**config.mk**
```make
export PLATFORM = sky130hd
export DESIGN_NAME = online_adder_serial_ctrl_flat
export DESIGN_NICKNAME = d
export VERILOG_FILES = /design/src/rtl/online_adder_serial_ctrl_pkg.sv /design/src/rtl/online_adder_serial_ctrl_if.sv /design/src/rtl/online_adder_serial_ctrl_sd_shift_reg.sv /design/src/rtl/online_adder_serial_ctrl.sv /design/src/flat_wrapper.sv
export SDC_FILE = /design/constraint.sdc
export NUM_CORES = 1
export LEC_CHECK = 0
export ABC_AREA = 1
export CORE_AREA = 2 2 77 79
export CTS_CLUSTER_SIZE = 40
export DETAILED_ROUTE_END_ITERATION = 8
export DIE_AREA = 0 0 79 81
export PLACE_DENSITY = 0.89
export REMOVE_ABC_BUFFERS = 1
export SYNTH_ARGS = -nofsm -noshare
export SYNTH_HDL_FRONTEND = slang
export SYNTH_SLANG_ARGS = --single-unit
export TNS_END_PERCENT = 10
```
**constraint.sdc**
```tcl
create_clock -name clk -period 4.1 [get_ports clk]
set_clock_uncertainty 0.2 [all_clocks]
set_input_delay 0.615 -clock clk [delete_from_list [all_inputs] [get_ports clk]]
set_output_delay 0.615 -clock clk [all_outputs]
set_load 0.03 [all_outputs]
```
**src/rtl/online_adder_serial_ctrl_pkg.sv**
```systemverilog
// Shared definitions for the serial online adder sequencer.
//   state_e   : controller states (flush, idle, run, done)
//   ZeroDigit : borrow-save zero digit {p, n} driven to the adder when no operand digit is due
//   cnt_width : width of the run/flush counter
package online_adder_serial_ctrl_pkg;

   typedef enum logic [1:0] {
      StFlush,
      StIdle,
      StRun,
      StDone
   } state_e;

   localparam logic [1:0] ZeroDigit = 2'b00;

   // The counter must hold 0..NDIG+DELAY-1 with one spare code so it never wraps.
   function automatic int unsigned cnt_width(input int unsigned ndig, input int unsigned delay);
      return $clog2(ndig + delay + 1);
   endfunction

endpackage

```
**src/rtl/online_adder_serial_ctrl_if.sv**
```systemverilog
// Parallel operand/result handshake bundle of the serial online adder sequencer.
//   in_valid/in_ready        : operand pair handshake
//   a_p/a_n, b_p/b_n [NDIG]  : borrow-save operands, bit NDIG-1 is the MSD
//   out_valid/out_ready      : result handshake
//   sum_p/sum_n [NDIG+1]     : borrow-save result, bit NDIG is the overflow MSD
// master = operand source / result consumer, slave = the sequencer.
interface online_adder_serial_ctrl_if #(
   parameter int unsigned NDIG = 8
) ();

   logic            in_valid;
   logic            in_ready;
   logic [NDIG-1:0] a_p;
   logic [NDIG-1:0] a_n;
   logic [NDIG-1:0] b_p;
   logic [NDIG-1:0] b_n;
   logic            out_valid;
   logic            out_ready;
   logic [NDIG:0]   sum_p;
   logic [NDIG:0]   sum_n;

   modport master (
      output in_valid, a_p, a_n, b_p, b_n, out_ready,
      input  in_ready, out_valid, sum_p, sum_n
   );

   modport slave (
      input  in_valid, a_p, a_n, b_p, b_n, out_ready,
      output in_ready, out_valid, sum_p, sum_n
   );

endinterface

```
**src/rtl/online_adder_serial_ctrl_sd_shift_reg.sv**
```systemverilog
// Parallel-load, MSD-out borrow-save digit shifter.
//   clk, rst_n    : clock, asynchronous active-low reset
//   load          : capture din_p/din_n (wins over shift)
//   shift         : move one digit towards the MSD, zero digit enters at the LSD
//   din_p/din_n   : parallel digits, bit NDIG-1 = MSD
//   msd_p/msd_n   : current MSD, straight from the register
// Zero fill means the MSD output becomes a zero digit once all digits have left, which is
// exactly what the adder needs during the tail flush.
module online_adder_serial_ctrl_sd_shift_reg
   import online_adder_serial_ctrl_pkg::*;
#(
   parameter int unsigned NDIG = 8
) (
   input  logic            clk,
   input  logic            rst_n,
   input  logic            load,
   input  logic            shift,
   input  logic [NDIG-1:0] din_p,
   input  logic [NDIG-1:0] din_n,
   output logic            msd_p,
   output logic            msd_n
);

   logic [NDIG-1:0] p_q, p_d;
   logic [NDIG-1:0] n_q, n_d;

   always_comb begin
      p_d = p_q;
      n_d = n_q;
      if (load) begin
         p_d = din_p;
         n_d = din_n;
      end else if (shift) begin
         p_d = {p_q[NDIG-2:0], ZeroDigit[1]};
         n_d = {n_q[NDIG-2:0], ZeroDigit[0]};
      end
   end

   always_ff @(posedge clk or negedge rst_n) begin
      if (!rst_n) begin
         p_q <= '0;
         n_q <= '0;
      end else begin
         p_q <= p_d;
         n_q <= n_d;
      end
   end

   assign msd_p = p_q[NDIG-1];
   assign msd_n = n_q[NDIG-1];

endmodule

```
**src/rtl/online_adder_serial_ctrl.sv**
```systemverilog
// Sequencer for a radix-2 MSD-first signed-digit serial online adder.
//   clk, rst_n              : clock, asynchronous active-low reset
//   bus (slave)             : operand/result handshake, see online_adder_serial_ctrl_if
//   busy                    : high in flush, run and done
//   ad_d1p/ad_d1n           : adder input digit from A (registered)
//   ad_d2p/ad_d2n           : adder input digit from B (registered)
//   ad_qp/ad_qn             : adder output digit
// Operands are streamed MSD-first for NDIG cycles followed by DELAY zero digits; NDIG+1 output
// digits are collected, the first one landing in bit NDIG.
module online_adder_serial_ctrl
   import online_adder_serial_ctrl_pkg::*;
#(
   parameter int unsigned NDIG  = 8,
   parameter int unsigned DELAY = 2
) (
   input  logic                      clk,
   input  logic                      rst_n,
   online_adder_serial_ctrl_if.slave bus,
   output logic                      busy,
   output logic                      ad_d1p,
   output logic                      ad_d1n,
   output logic                      ad_d2p,
   output logic                      ad_d2n,
   input  logic                      ad_qp,
   input  logic                      ad_qn
);

   localparam int unsigned CntW = cnt_width(NDIG, DELAY);
   localparam logic [CntW-1:0] FlushLast = CntW'(DELAY - 1);
   localparam logic [CntW-1:0] CapFirst  = CntW'(DELAY - 1);
   localparam logic [CntW-1:0] RunLast   = CntW'(NDIG + DELAY - 1);

   state_e          state_q, state_d;
   logic [CntW-1:0] cnt_q, cnt_d;
   logic [NDIG:0]   sum_p_q, sum_p_d;
   logic [NDIG:0]   sum_n_q, sum_n_d;
   logic            load;
   logic            shift;

   always_comb begin
      state_d = state_q;
      cnt_d   = cnt_q;
      sum_p_d = sum_p_q;
      sum_n_d = sum_n_q;
      load    = 1'b0;
      shift   = 1'b0;
      unique case (state_q)
         // Shifters are zero out of reset, so the adder sees zero digits here.
         StFlush: begin
            if (cnt_q == FlushLast) begin
               state_d = StIdle;
               cnt_d   = '0;
            end else begin
               cnt_d = cnt_q + CntW'(1);
            end
         end
         StIdle: begin
            if (bus.in_valid) begin
               load    = 1'b1;
               sum_p_d = '0;
               sum_n_d = '0;
               cnt_d   = '0;
               state_d = StRun;
            end
         end
         StRun: begin
            shift = 1'b1;
            // The adder's first valid digit appears DELAY-1 cycles after the MSD is presented.
            if (cnt_q >= CapFirst) begin
               sum_p_d = {sum_p_q[NDIG-1:0], ad_qp};
               sum_n_d = {sum_n_q[NDIG-1:0], ad_qn};
            end
            if (cnt_q == RunLast) begin
               state_d = StDone;
               cnt_d   = '0;
            end else begin
               cnt_d = cnt_q + CntW'(1);
            end
         end
         StDone: begin
            if (bus.out_ready) begin
               state_d = StIdle;
            end
         end
         default: begin
            state_d = StFlush;
            cnt_d   = '0;
         end
      endcase
   end

   always_ff @(posedge clk or negedge rst_n) begin
      if (!rst_n) begin
         state_q <= StFlush;
         cnt_q   <= '0;
         sum_p_q <= '0;
         sum_n_q <= '0;
      end else begin
         state_q <= state_d;
         cnt_q   <= cnt_d;
         sum_p_q <= sum_p_d;
         sum_n_q <= sum_n_d;
      end
   end

   online_adder_serial_ctrl_sd_shift_reg #(
      .NDIG(NDIG)
   ) u_shift_a (
      .clk   (clk),
      .rst_n (rst_n),
      .load  (load),
      .shift (shift),
      .din_p (bus.a_p),
      .din_n (bus.a_n),
      .msd_p (ad_d1p),
      .msd_n (ad_d1n)
   );

   online_adder_serial_ctrl_sd_shift_reg #(
      .NDIG(NDIG)
   ) u_shift_b (
      .clk   (clk),
      .rst_n (rst_n),
      .load  (load),
      .shift (shift),
      .din_p (bus.b_p),
      .din_n (bus.b_n),
      .msd_p (ad_d2p),
      .msd_n (ad_d2n)
   );

   assign bus.in_ready  = (state_q == StIdle);
   assign bus.out_valid = (state_q == StDone);
   assign bus.sum_p     = sum_p_q;
   assign bus.sum_n     = sum_n_q;
   assign busy          = (state_q != StIdle);

endmodule

```
**src/flat_wrapper.sv**
```systemverilog
// flat-port wrapper written by rule: the top's interface ports become plain ports
module online_adder_serial_ctrl_flat import online_adder_serial_ctrl_pkg::*;
#(
   parameter int unsigned NDIG  = 8,
   parameter int unsigned DELAY = 2
)
  (clk, rst_n, busy, ad_d1p, ad_d1n, ad_d2p, ad_d2n, ad_qp, ad_qn, bus_in_valid, bus_a_p, bus_a_n, bus_b_p, bus_b_n, bus_out_ready, bus_in_ready, bus_out_valid, bus_sum_p, bus_sum_n);
  online_adder_serial_ctrl_if #(.NDIG(NDIG)) bus_i ();
  input  logic clk;
  input  logic rst_n;
  output logic busy;
  output logic ad_d1p;
  output logic ad_d1n;
  output logic ad_d2p;
  output logic ad_d2n;
  input  logic ad_qp;
  input  logic ad_qn;
  input wire logic [$bits(bus_i.in_valid)-1:0] bus_in_valid;
  input wire logic [$bits(bus_i.a_p)-1:0] bus_a_p;
  input wire logic [$bits(bus_i.a_n)-1:0] bus_a_n;
  input wire logic [$bits(bus_i.b_p)-1:0] bus_b_p;
  input wire logic [$bits(bus_i.b_n)-1:0] bus_b_n;
  input wire logic [$bits(bus_i.out_ready)-1:0] bus_out_ready;
  output wire logic [$bits(bus_i.in_ready)-1:0] bus_in_ready;
  output wire logic [$bits(bus_i.out_valid)-1:0] bus_out_valid;
  output wire logic [$bits(bus_i.sum_p)-1:0] bus_sum_p;
  output wire logic [$bits(bus_i.sum_n)-1:0] bus_sum_n;
  assign bus_i.in_valid = bus_in_valid;
  assign bus_i.a_p = bus_a_p;
  assign bus_i.a_n = bus_a_n;
  assign bus_i.b_p = bus_b_p;
  assign bus_i.b_n = bus_b_n;
  assign bus_i.out_ready = bus_out_ready;
  assign bus_in_ready = bus_i.in_ready;
  assign bus_out_valid = bus_i.out_valid;
  assign bus_sum_p = bus_i.sum_p;
  assign bus_sum_n = bus_i.sum_n;
  online_adder_serial_ctrl #(.NDIG(NDIG), .DELAY(DELAY)) u_core (.clk(clk), .rst_n(rst_n), .bus(bus_i), .busy(busy), .ad_d1p(ad_d1p), .ad_d1n(ad_d1n), .ad_d2p(ad_d2p), .ad_d2n(ad_d2n), .ad_qp(ad_qp), .ad_qn(ad_qn));
endmodule
```
## Word-level counts from Yosys, hierarchy flattened

Index checks and enable logic that the tools add are counted.

- Flip-flop bits (word level): 56
- Bits of input ports: 38

- $add $sub $neg: 1
- Order comparisons: 1
- Equality and inequality tests: 11
- Muxes and demuxes: 25
- Reduce and logical (&&, ||, !) cells: 7

Operator list:

| operator | count |
|---|---|
| $mux W8 | 8 |
| $pmux W9 S2 | 2 |
| $mux W9 | 3 |
| $mux W4 | 3 |
| $pmux W4 S3 | 1 |
| $mux W2 | 4 |
| $ne A2 B1 Y1 const B | 4 |
| $pmux W2 S4 | 1 |
| $add A4 B1 Y4 const B | 1 |
| $eq A2 B2 Y1 const B | 2 |
| $eq A4 B1 Y1 const B | 1 |
| $eq A4 B4 Y1 const B | 1 |
| $ge A4 B1 Y1 const B | 1 |
| $ne A2 B2 Y1 const B | 2 |
| $reduce_and A4 Y1 | 1 |
| $reduce_bool A2 Y1 | 2 |
| $mux W1 | 3 |
| $reduce_and A3 Y1 | 1 |
| $reduce_bool A3 Y1 | 1 |
| $eq A2 B1 Y1 const B | 1 |
| $logic_not A2 Y1 | 1 |
| $reduce_and A2 Y1 | 1 |

## Depth between registers and ports, before layout

Gate-level depths: netlist (run 1).

- Depth after elaboration: 4
- Depth in mapped cells: 9

## By module

Synthesis (run 1) repeated with hierarchy kept, for this count alone.

- Cell total of the unflattened synthesis: 320
- Area total of the unflattened synthesis: 2722.6 um2

Modules (own cells, without submodules):

| module | times used | cells an instance | area an instance (um2) | sequential area each (um2) |
|---|---|---|---|---|
| online_adder_serial_ctrl_sd_shift_reg | 2 | 85 | 734.5 | 400.4 |
| online_adder_serial_ctrl | 1 | 150 | 1253.7 | 600.6 |

## Worst setup path after synthesis (run 1)

OpenSTA, ideal clock, no wires.

- Path kind: register to register
- Start point: register u_core.state_q[1]
- End point: register u_core.sum_n_q[1], in the netlist u_core.bus.sum_n[1]
- Library setup time: 0.119 ns
- Arrival time: 1.729 ns
- Setup slack: 2.052 ns
- Cell stages (with the launch flop): 9
- Path buffers: 1
- Clock period less this slack: 2.048 ns
- Path through: dfrtp_1 -> inv_1 -> ha_1 -> inv_1 -> nand2_1 -> nand3_2 -> buf_6 -> nand2_1 -> nand2_1

- Word-level cells in the longest chain between the ends: 3
- Elaborated cells on any way between the ends: 7
- Classes of those cells: 4 x eq/ne; 1 x mux; 2 x reduce/logical

RTL lines:

| what | RTL line | text |
|---|---|---|
| start, declared | online_adder_serial_ctrl.sv:33 | `state_e state_q, state_d;` |
| start signal, assigned | online_adder_serial_ctrl.sv:94 | `state_q <= StFlush;` |
| start signal, assigned | online_adder_serial_ctrl.sv:99 | `state_q <= state_d;` |
| $eq A2 B1 Y1 * | n/a |  |
| named net bus_in_ready | flat_wrapper.sv:24 | `output wire logic [$bits(bus_i.in_ready)-1:0] bus_in_ready;` |
| $ne A2 B2 Y1 (no source line) / $reduce_bool A2 Y1 (equally long branches) | n/a |  |
| $reduce_and A3 Y1 (no source line) | n/a |  |
| end signal, assigned | online_adder_serial_ctrl.sv:102 | `sum_n_q <= sum_n_d;` |
| end, declared | online_adder_serial_ctrl.sv:36 | `logic [NDIG:0] sum_n_q, sum_n_d;` |

Mark *: on every way through the listed nets, which the timed path passes. The rest lies on a longest branch.
A chain may end at the register's enable or synchronous reset.

## Final worst setup path (run 1)

- Start point: register u_core.state_q[1]
- End point: output port bus_in_ready

- Word-level cells in the longest chain between the ends: 1

RTL lines:

| what | RTL line | text |
|---|---|---|
| $eq A2 B1 Y1 | online_adder_serial_ctrl.sv:132 | `assign bus.in_ready = (state_q == StIdle);` |
| end, declared | flat_wrapper.sv:24 |  |

Every way passes these cells.

==> results.tsv, run 1 <==
stage	metric	value	unit
cts	clock root cell	clkbuf_8	
critical_path	slowest CP cell	clkdlybuf4s50_1	
route	1st-pass router iterations	4	
sta	Final period util	73.3	%
placement	number of port buffers	62	
die	Core Region	5680	µm²
route	met1 WL	2500	µm
cts	Post-CTS Resized	0	
cts	cts bufs inserted	5	
route	Met3 Routed Length	353	µm
global_route	gr ovfl total	0	
pwr	internal power	1240	µW
die	I/O pin total	63	
yosys	top cell type's share of synthesized area	51.5	%
route	DRT antenna net count	0	
yosys	Cell Area, Synth	2720	µm²
route	vias after detailed routing	2412	
sta	Fin Setup TNS	0	ps
sta	unrepaired setup endpoints after global routing	no	
yosys	Post-Syn Area per Cell	8.35	µm²
critical_path	CP Cell Sequence	inv_1 -> ha_1 -> buf_4 -> clkdlybuf4s50_1	
route	routed wire length	5820	µm
critical_path	Worst path max stage delay	720	ps
placement	Placer Congestion	0.727	
pwr	Static Leak	0.00167	µW
sta	Max Clk Rate	333	MHz
yosys	synthesis-stage register bit count	56	
yosys	Post-synth EDFFs	0	
pwr	Logic pwr share	48.9	%
sta	Worst-Margin Slew	914	ps
cts	Hold Buf Count CTS	0	
yosys	cell with the most instances after synthesis	nand3_1	
critical_path	critical path peak fanout	25	
sta	slew margin rel.	38.9	%
cts	TritonCTS clock tree	built	
global_route	initial antenna violation count	0	
route	Residual DRC	0	
cts	post-CTS repair timing setup buffer count	0	
sta	fin crit period	3010	ps
cts	Clk pin slew, worst setup/hold paths	90	ps
critical_path	kind of critical path	reg -> out	
critical_path	Worst Path Buf+Inv	3	
placement	Post-DP HPWL	3940	µm
sta	Setup-failing EPs final	0	
pwr	NetSw	982	µW
yosys	Synth cell types	19	
critical_path	Crit. End Element	output pin	
critical_path	cell family with most CP delay	buffers and inverters	
sta	Slew Limit Fails	0	
yosys	Seq/Total Area, Yosys	51.5	%
global_route	first-pass GRT wire length	9800	µm
sta	final hold violation count	0	
job	Max-Cap Viols	0	
yosys	Mapped Cells	326	
pwr	Sequential Power Share	38.4	%
run_status	status	completed	
route	Initial DRC Count	191	
route	Routed met2 length	2920	µm
die	Die ar.	6400	µm²
finish	post-layout instance area	3440	µm²
route	DR vias/cell	5.34	
pwr	Clock power frac	12.7	%
cts	H-tree depth	2	
pwr	worst vdd ir	505	µV
critical_path	CP arrival	2190	ps
placement	Placed Area	3360	µm²
finish	share of layout cells above drive strength 1	5.04	%
cts	worst skew pair latency	300	ps
die	Die Ht	81	µm
yosys	most common library cells after synthesis	nand3_1 (129), nand2_1 (73), dfrtp_1 (56), inv_1 (14), nor2_1 (10)	
critical_path	Worst EP required	3280	ps
finish	Synth-to-Final Area Change	26.3	%
yosys	Synth Flop Type	dfrtp_1	
cts	CTS sink cnt	56	
die	Die Wd	79	µm
die	Placement Rows	28	
die	initial core utilization	47.9	%
yosys	area leader, netlist	dfrtp_1	
global_route	largest net degree at the start of global routing	61	
finish	Net count, final	423	
worst_hold_path	Hold Path Class	in -> async	
route	Routed WL per cell	12.9	µm
global_route	vias in the first global route	2175	
route	Max Used Layer	met4	
critical_path	startpoint types	flop	
cts	CTS Buffer Depth	2	
yosys	synth warn	0	
pwr	sw frac	44.2	%
pwr	pwr dens	645	nW/µm²
yosys	Area contributors post-synth	dfrtp_1 (51%), nand3_1 (24%), nand2_1 (10%), ha_1 (3.7%), inv_1 (1.9%)	
finish	Diodes inserted	0	
global_route	total track usage	19.1	%
yosys	ys async rst share	100	%
-- layout make-up --
class                   count  area (µm²)
repair buffers             66         646
flip-flops and latches     56        1400
well taps                  75        93.8
inverters                  16        60.1
fillers                   509        2240
clock inverters             1        5.00
clock buffers               6        72.6
multi-input cells         232        1160
-- per-stage QoR --
step | total power [µW] | utilization (%) | cells | hold slack, ps | setup WS (ps)
after floorplan | 1600 | - | 304 | 119 | 992
after global placement | 1900 | 59.2 | 445 | 264 | 1490
after detailed placement | 1950 | 59.2 | 445 | 266 | 1400
after CTS | 2230 | 60.6 | 452 | 86.2 | 1090
after global routing | 2400 | 60.6 | 452 | 105 | 959
final | 2220 | 60.6 | 452 | 73.3 | 1090
-- layer usage --
layer  global-route usage [%]  vias to the layer above
met5                        0                        -
met4                     4.14                        0
met3                     4.56                        6
met2                     31.7                       73
met1                     25.9                     1139
li1                         -                     1194
-- flip-flops by register name, indices dropped and copies added, names as in the netlist --
register,cells
u_core.bus.sum_n,9
u_core.bus.sum_p,9
u_core.cnt_q,4
u_core.state_q,2
u_core.u_shift_a.n_q,8
u_core.u_shift_a.p_q,8
u_core.u_shift_b.n_q,8
u_core.u_shift_b.p_q,8
-- path summary, 6_finish.rpt --
check / start / endpoint / slack (ps) / depth (start not counted)
setup / recovery: u_core.state_q[1]$_DFFE_PN0P_ / bus_in_ready / 1090 / 4
hold / removal: rst_n / u_core.bus.sum_p[2]$_DFFE_PN0P_ / 70 / 1
setup reg to reg: u_core.state_q[1]$_DFFE_PN0P_ / u_core.u_shift_b.n_q[6]$_DFFE_PN0P_ / 1640 / 6
hold reg to reg: u_core.bus.sum_p[8]$_DFFE_PN0P_ / u_core.bus.sum_p[8]$_DFFE_PN0P_ / 280 / 2
max in group asynchronous: rst_n / u_core.u_shift_b.n_q[2]$_DFFE_PN0P_ / 2810 / 2
min in group clk: u_core.bus.sum_p[8]$_DFFE_PN0P_ / u_core.bus.sum_p[8]$_DFFE_PN0P_ / 280 / 2
-- cells by family (layout without fill, tap and decap cells) --
group | after synthesis | count (layout) | synth area share [%]
adders and majority gates | 8 | 8 | 3.68
AOI/OAI and AO/OA | 6 | 6 | 1.89
buffers and inverters | 38 | 89 | 6.07
DFF | 56 | 56 | 51.5
and+or+nand+nor | 218 | 218 | 36.9
-- power by group through the flow --
stage	logic (µW)	registers (µW)	clock network, µW
3_5_place_dp	1080	860	0
4_1_cts	1090	851	290
5_1_grt	1220	871	313
6_report	1090	852	283
3_3_place_gp	1050	848	0
2_1_floorplan	690	907	0
-- placed cells by master, fill, tap and decap left out, types with 2 or more instances in the layout --
master,count
inv_1,14
clkdlybuf4s50_1,61
clkbuf_8,5
a31oi_1,4
nand4_1,3
nand2_1,72
buf_4,4
nor2_1,10
dfrtp_1,56
nand3_1,129
ha_1,7
inv_2,2
(Power assumes the default switching activity.)
==> run 2, diff against run 1 <==
clock period = 3.1 ns   (was 4.1 ns; I/O delays follow)
==> run 2 against run 1 <==
  * Flip-flop and latch count stayed put
  * Power rose by 35%
  * Wire length is 2.2% higher
  * Die area unchanged
  * Combinational power increased by 35%
  * Design area up 1.3%
  * Critical path depth did not move
  * Clock power increased by 41%
  * Critical path type unchanged
  * Critical endpoint is now busy
  * Largest cell class unchanged
  * Largest power group unchanged
  * Highest routed layer unchanged
==> results.tsv, run 2 (synthesis results as in run 1) <==
stage	metric	value	unit	change
critical_path	CP arrival	1880	ps	-310 ps
finish	Net count, final	426		+0.71%
sta	Fin Setup TNS	0	ps	unchanged
die	Core Region	5680	µm²	unchanged
critical_path	slowest CP cell	clkdlybuf4s50_1		
sta	slew margin rel.	46.3	%	+7.4 points
cts	Hold Buf Count CTS	0		unchanged
critical_path	cell family with most CP delay	buffers and inverters		
cts	TritonCTS clock tree	built		
route	Routed WL per cell	13.0	µm	+1.3%
route	Residual DRC	0		unchanged
pwr	Static Leak	0.00169	µW	+1.2%
route	routed wire length	5950	µm	+2.2%
critical_path	kind of critical path	reg -> out		
global_route	total track usage	19.1	%	-0.042 points
critical_path	path depth of the worst reg2reg path	7		+1
route	DR vias/cell	5.30		-0.67%
global_route	vias in the first global route	2255		+3.7%
sta	Final period util	82.1	%	
job	Max-Cap Viols	0		unchanged
critical_path	most used cell, CP	inv_1		
critical_path	critical path peak fanout	5		-80%
global_route	initial antenna violation count	0		unchanged
critical_path	CP Cell Sequence	inv_1 -> ha_1 -> inv_1 -> clkdlybuf4s50_1		
finish	commonest non-fill, non-tap cells in the layout	nand3_1 (129), nand2_1 (72), clkdlybuf4s50_1 (61), dfrtp_1 (56), inv_1 (14)		
route	DRT antenna net count	0		unchanged
die	Die Wd	79	µm	unchanged
global_route	first-pass GRT wire length	9760	µm	-0.42%
finish	Diodes inserted	0		unchanged
die	Die Ht	81	µm	unchanged
route	1st-pass router iterations	4		unchanged
pwr	Clock power frac	13.4	%	+0.7 points
finish	FILL cells	486		-4.5%
worst_hold_path	Hold Path Class	in -> async		
placement	Placer Congestion	0.765		+5.2%
critical_path	Worst path max stage delay	690	ps	-30 ps
pwr	worst vdd ir	549	µV	+8.7%
pwr	Sequential Power Share	37.6	%	-0.8 points
placement	number of port buffers	62		unchanged
route	vias after detailed routing	2417		+0.21%
cts	Post-CTS Resized	0		unchanged
critical_path	RR Startpoint	u_core.state_q[0]$_DFFE_PN0P_		
pwr	NetSw	1330	µW	+36%
critical_path	R2R setup slack	730	ps	-910 ps
finish	Synth-to-Final Area Change	28.0	%	
global_route	largest net degree at the start of global routing	38		-38%
pwr	pwr dens	859	nW/µm²	+33%
critical_path	Worst Path Buf+Inv	3		unchanged
sta	Max Clk Rate	393	MHz	
die	initial core utilization	47.9	%	unchanged
finish	share of layout cells above drive strength 1	6.04	%	+1.0 points
pwr	internal power	1660	µW	+34%
cts	cts bufs inserted	5		unchanged
critical_path	Crit. End Element	output pin		
finish	area of the multi-input gates	1160	µm²	unchanged
placement	Placed Area	3400	µm²	+1.0%
finish	fin util	61.4	%	+0.82 points
sta	fin crit period	2540	ps	
sta	unrepaired setup endpoints after global routing	no		
cts	clock root cell	clkbuf_8		
pwr	Logic pwr share	49.0	%	about the same
finish	post-layout instance area	3480	µm²	+1.3%
die	Die ar.	6400	µm²	unchanged
cts	CTS Buffer Depth	2		unchanged
pwr	sw frac	44.5	%	+0.25 points
finish	most common cell after layout, fill and taps aside	nand3_1		
die	I/O pin total	63		unchanged
route	Initial DRC Count	245		+28%
critical_path	reg2reg end	u_core.bus.sum_n[0]$_DFFE_PN0P_		
sta	final hold violation count	0		unchanged
sta	Worst-Margin Slew	806	ps	-108 ps
cts	Clk pin slew, worst setup/hold paths	100	ps	about the same
cts	H-tree depth	2		unchanged
sta	Setup-failing EPs final	0		unchanged
die	Placement Rows	28		unchanged
placement	Post-DP HPWL	4190	µm	+6.3%
pwr	Power Total	2990	µW	+35%
cts	worst skew pair latency	300	ps	about the same
finish	FF/Latch Area	1400	µm²	unchanged
sta	Slew Limit Fails	0		unchanged
cts	CTS sink cnt	56		unchanged
critical_path	startpoint types	flop		
critical_path	Worst EP required	2430	ps	-850 ps
run_status	status	completed		
cts	post-CTS repair timing setup buffer count	0		unchanged
finish	Non-Filler Instances	456		+0.88%
placement	placed cells	448		+0.67%
global_route	gr ovfl total	0		unchanged
run 2: changes by cell type in the layout (fill, tap and decap cells not counted), sizes merged:
cell	change
clkinvlp	+1
buf	+3
run 2: cell type report:
cell class / instances / area share (%)
clock buffers: 6 / 2.08
clock inverters: 2 / 0.467
inverters: 16 / 1.72
multi-input cells: 232 / 33.3
flip-flops and latches: 56 / 40.2
well taps: 75 / 2.69
repair buffers: 69 / 19.5
run 2: per-stage QoR:
step                      setup slack (ps)  hold WS (ps)
after CTS                              543          70.8
after global routing                   453           100
final                                  556          34.7
after global placement                 805           264
after detailed placement               736           274
after floorplan                      -7.95         -30.6
run 2: worst register-to-register path, delay by kind of cell (launching register included):
kind / cells / cell delay (ps)
flip-flops: 1 / 450
AND/OR/NAND/NOR: 4 / 690
adder cells (fa/ha/maj): 1 / 470
buffers and inverters: 2 / 460
run 2: how the worst max path moves through the flow:
| stage | from | to | slack, ps | cells after the start |
|---|---|---|---|---|
| final | u_core.state_q[1]$_DFFE_PN0P_ | busy | 560 | 4 |
| after detailed placement | u_core.state_q[0]$_DFFE_PN0P_ | u_core.bus.sum_n[0]$_DFFE_PN0P_ | 740 | 7 |
| after CTS | u_core.state_q[1]$_DFFE_PN0P_ | busy | 540 | 4 |
| after global routing | u_core.state_q[1]$_DFFE_PN0P_ | busy | 450 | 4 |
| after global placement | u_core.state_q[0]$_DFFE_PN0P_ | u_core.bus.sum_p[0]$_DFFE_PN0P_ | 810 | 7 |
| after floorplan | u_core.state_q[1]$_DFFE_PN0P_ | u_core.u_shift_a.n_q[6]$_DFFE_PN0P_ | -8 | 5 |
run 2: metal layers:
layer / wire (µm) / up-vias / GRT usage, %
met4: 17 / 0 / 4.31
met3: 318 / 2 / 4.22
met2: 2930 / 55 / 31.5
li1: - / 1206 / -
met1: 2680 / 1154 / 26.0
met5: 0 / - / 0
run 2: power by group through the flow:
stage / Combinational, µW / Sequential, µW / Clock [µW]
after floorplan: 913 / 1200 / 0
after global placement: 1410 / 1130 / 0
after detailed placement: 1460 / 1140 / 0
after CTS: 1470 / 1120 / 399
after global routing: 1650 / 1150 / 436
final: 1470 / 1130 / 400
==> run 3, diff against run 2 <==
clock period = 2.4 ns   (was 3.1 ns; I/O delays follow)
==> run 3 against run 2 <==
  * Die area unchanged
  * Count of clock-buffer cells in the layout down 1
  * Setup slack worse by 330 ps
  * Core utilization up 0.60 points
  * Worst hold slack better by 260 ps
  * Power up 32%
  * Flip-flop and latch count unchanged
  * Clock power up 56%
  * Critical endpoint is now bus_out_valid
==> results.tsv, run 3 (synthesis results as in run 1) <==
stage	metric	value	unit	change
critical_path	RR Startpoint	u_core.state_q[1]$_DFFE_PN0P_		
global_route	first-pass GRT wire length	10100	µm	+4.0%
route	DRT antenna net count	0		unchanged
finish	Diodes inserted	0		unchanged
critical_path	R2R setup slack	310	ps	-420 ps
die	Placement Rows	28		unchanged
pwr	Logic pwr share	47.5	%	-1.5 points
route	Initial DRC Count	231		-5.7%
critical_path	kind of critical path	reg -> out		
critical_path	critical path peak fanout	5		unchanged
sta	slew margin rel.	62.7	%	+16 points
critical_path	path depth of the worst reg2reg path	7		unchanged
run_status	status	completed		
global_route	vias in the first global route	2279		+1.1%
critical_path	startpoint types	flop		
die	Die Ht	81	µm	unchanged
pwr	internal power	2250	µW	+35%
sta	Max Clk Rate	459	MHz	
cts	clock root cell	clkbuf_8		
global_route	largest net degree at the start of global routing	34		-11%
critical_path	Crit. End Element	output pin		
pwr	worst vdd ir	779	µV	+42%
route	Residual DRC	0		unchanged
cts	worst skew pair latency	310	ps	about the same
pwr	NetSw	1710	µW	+29%
pwr	pwr dens	1130	nW/µm²	+31%
worst_hold_path	Hold Path Class	reg -> reg		
route	DR vias/cell	5.29		-0.18%
worst_hold_path	min-delay src	u_core.bus.sum_p[8]$_DFFE_PN0P_		
placement	Placer Congestion	0.759		-0.72%
placement	Post-DP HPWL	3990	µm	-4.7%
pwr	sw frac	43.3	%	-1.2 points
pwr	Sequential Power Share	36.7	%	-0.9 points
sta	Final WS setup	221	ps	-335 ps
die	Core Region	5680	µm²	unchanged
pwr	Clock power frac	15.8	%	+2.4 points
die	Die Wd	79	µm	unchanged
die	Die ar.	6400	µm²	unchanged
sta	Final period util	90.8	%	
cts	post-CTS repair timing setup buffer count	0		unchanged
cts	CTS sink cnt	56		unchanged
route	Routed WL per cell	12.9	µm	-0.96%
finish	FILL cells	492		+1.2%
global_route	total track usage	19.5	%	+0.42 points
sta	Setup-failing EPs final	0		unchanged
cts	CTS Buffer Depth	2		unchanged
sta	fin crit period	2180	ps	
route	routed wire length	5900	µm	-0.74%
sta	unrepaired setup endpoints after global routing	no		
global_route	gr ovfl total	0		unchanged
pwr	Power Total	3960	µW	+32%
job	Max-Cap Viols	0		unchanged
sta	Worst-Margin Slew	560	ps	-246 ps
critical_path	reg2reg end	u_core.u_shift_b.n_q[2]$_DFFE_PN0P_		
placement	number of port buffers	62		unchanged
cts	H-tree depth	2		unchanged
cts	TritonCTS clock tree	built		
finish	Net count, final	427		+0.23%
sta	final hold violation count	0		unchanged
pwr	Static Leak	0.00172	µW	+1.2%
die	initial core utilization	47.9	%	unchanged
finish	commonest non-fill, non-tap cells in the layout	nand3_1 (129), nand2_1 (72), clkdlybuf4s50_1 (59), dfrtp_1 (56), inv_1 (14)		
die	I/O pin total	63		unchanged
cts	cts bufs inserted	5		unchanged
worst_hold_path	Hold Crit Depth	2		
critical_path	CP arrival	1620	ps	-260 ps
cts	Clk pin slew, worst setup/hold paths	100	ps	about the same
critical_path	Worst EP required	1840	ps	-590 ps
finish	Synth-to-Final Area Change	29.3	%	
route	vias after detailed routing	2418		+0.041%
placement	dpl ws	334	ps	-402 ps
sta	Slew Limit Fails	0		unchanged
global_route	initial antenna violation count	0		unchanged
route	1st-pass router iterations	4		unchanged
worst_hold_path	Hold EP	u_core.bus.sum_p[8]$_DFFE_PN0P_		
finish	share of layout cells above drive strength 1	6.54	%	+0.51 points
finish	most common cell after layout, fill and taps aside	nand3_1		
[run 3: changes by cell type in the layout (fill, tap and decap cells not counted), sizes merged]
| cell | previous run | this run |
|---|---|---|
| dlygate4sd3 | 0 | 1 |
| bufinv | 0 | 1 |
| clkdlybuf4s50 | 61 | 59 |
| dlygate4sd2 | 0 | 1 |
| clkbuf | 6 | 5 |
| buf | 8 | 9 |
| clkinv | 1 | 2 |
| clkinvlp | 1 | 0 |
[run 3: worst max-delay path by stage]
| stage | from | slack (ps) | to | cells after the start |
|---|---|---|---|---|
| floorplan | u_core.state_q[1]$_DFFE_PN0P_ | -710 | u_core.u_shift_a.n_q[6]$_DFFE_PN0P_ | 5 |
| global placement | u_core.state_q[1]$_DFFE_PN0P_ | 400 | busy | 4 |
| detailed placement | u_core.state_q[1]$_DFFE_PN0P_ | 330 | u_core.u_shift_a.n_q[5]$_DFFE_PN0P_ | 7 |
| CTS | u_core.state_q[0]$_DFFE_PN0P_ | 200 | bus_out_valid | 2 |
| global route | u_core.state_q[0]$_DFFE_PN0P_ | 120 | bus_out_valid | 2 |
| finish | u_core.state_q[0]$_DFFE_PN0P_ | 220 | bus_out_valid | 2 |
[run 3: power groups by stage]
stage	registers, µW	clock network (µW)	logic, µW
floorplan	1550	0	1180
global placement	1450	0	1830
CTS	1450	640	1910
detailed placement	1470	0	1910
global route	1500	683	2120
finish	1450	625	1880
[run 3: per-layer routing]
layer / global-route usage, % / wire [µm]
met4: 4.83 / 53
met2: 31.9 / 2840
met1: 27.1 / 2700
met5: 0 / 0
met3: 3.56 / 309
[run 3: critical path, cell delays in order, from the launching register on]
cell and delay (ps):
dfrtp_1 450, ha_1 200, clkdlybuf4s50_1 670
[run 3: layout make-up]
class | instances | area (µm²) | share of cell area, %
multi-input combinational | 232 | 1160 | 33.0
tap | 75 | 93.8 | 2.67
clock buffer | 5 | 68.8 | 1.96
inverter | 16 | 60.1 | 1.71
sequential | 56 | 1400 | 39.8
clock inverter | 3 | 47.5 | 1.35
timing repair buffer | 70 | 687 | 19.5
[run 3: metrics by stage]
step	instance area, µm²	instances	hold WS (ps)	TNS (ps)	utilization [%]
after floorplan	2620	304	-136	-28260	-
after global placement	3390	448	167	0	59.8
after detailed placement	3390	448	179	0	59.8
after CTS	3520	457	298	0	62.0
after global routing	3520	457	323	0	62.0
final	3520	457	299	0	62.0
[run 3: repair_timing]
action | in CTS | in global routing
gates resized for setup | 1 | 0
setup endpoints to repair | 1 | 0
endpoints found under the hold margin | 23 | 0
hold buffers | 1 | 0
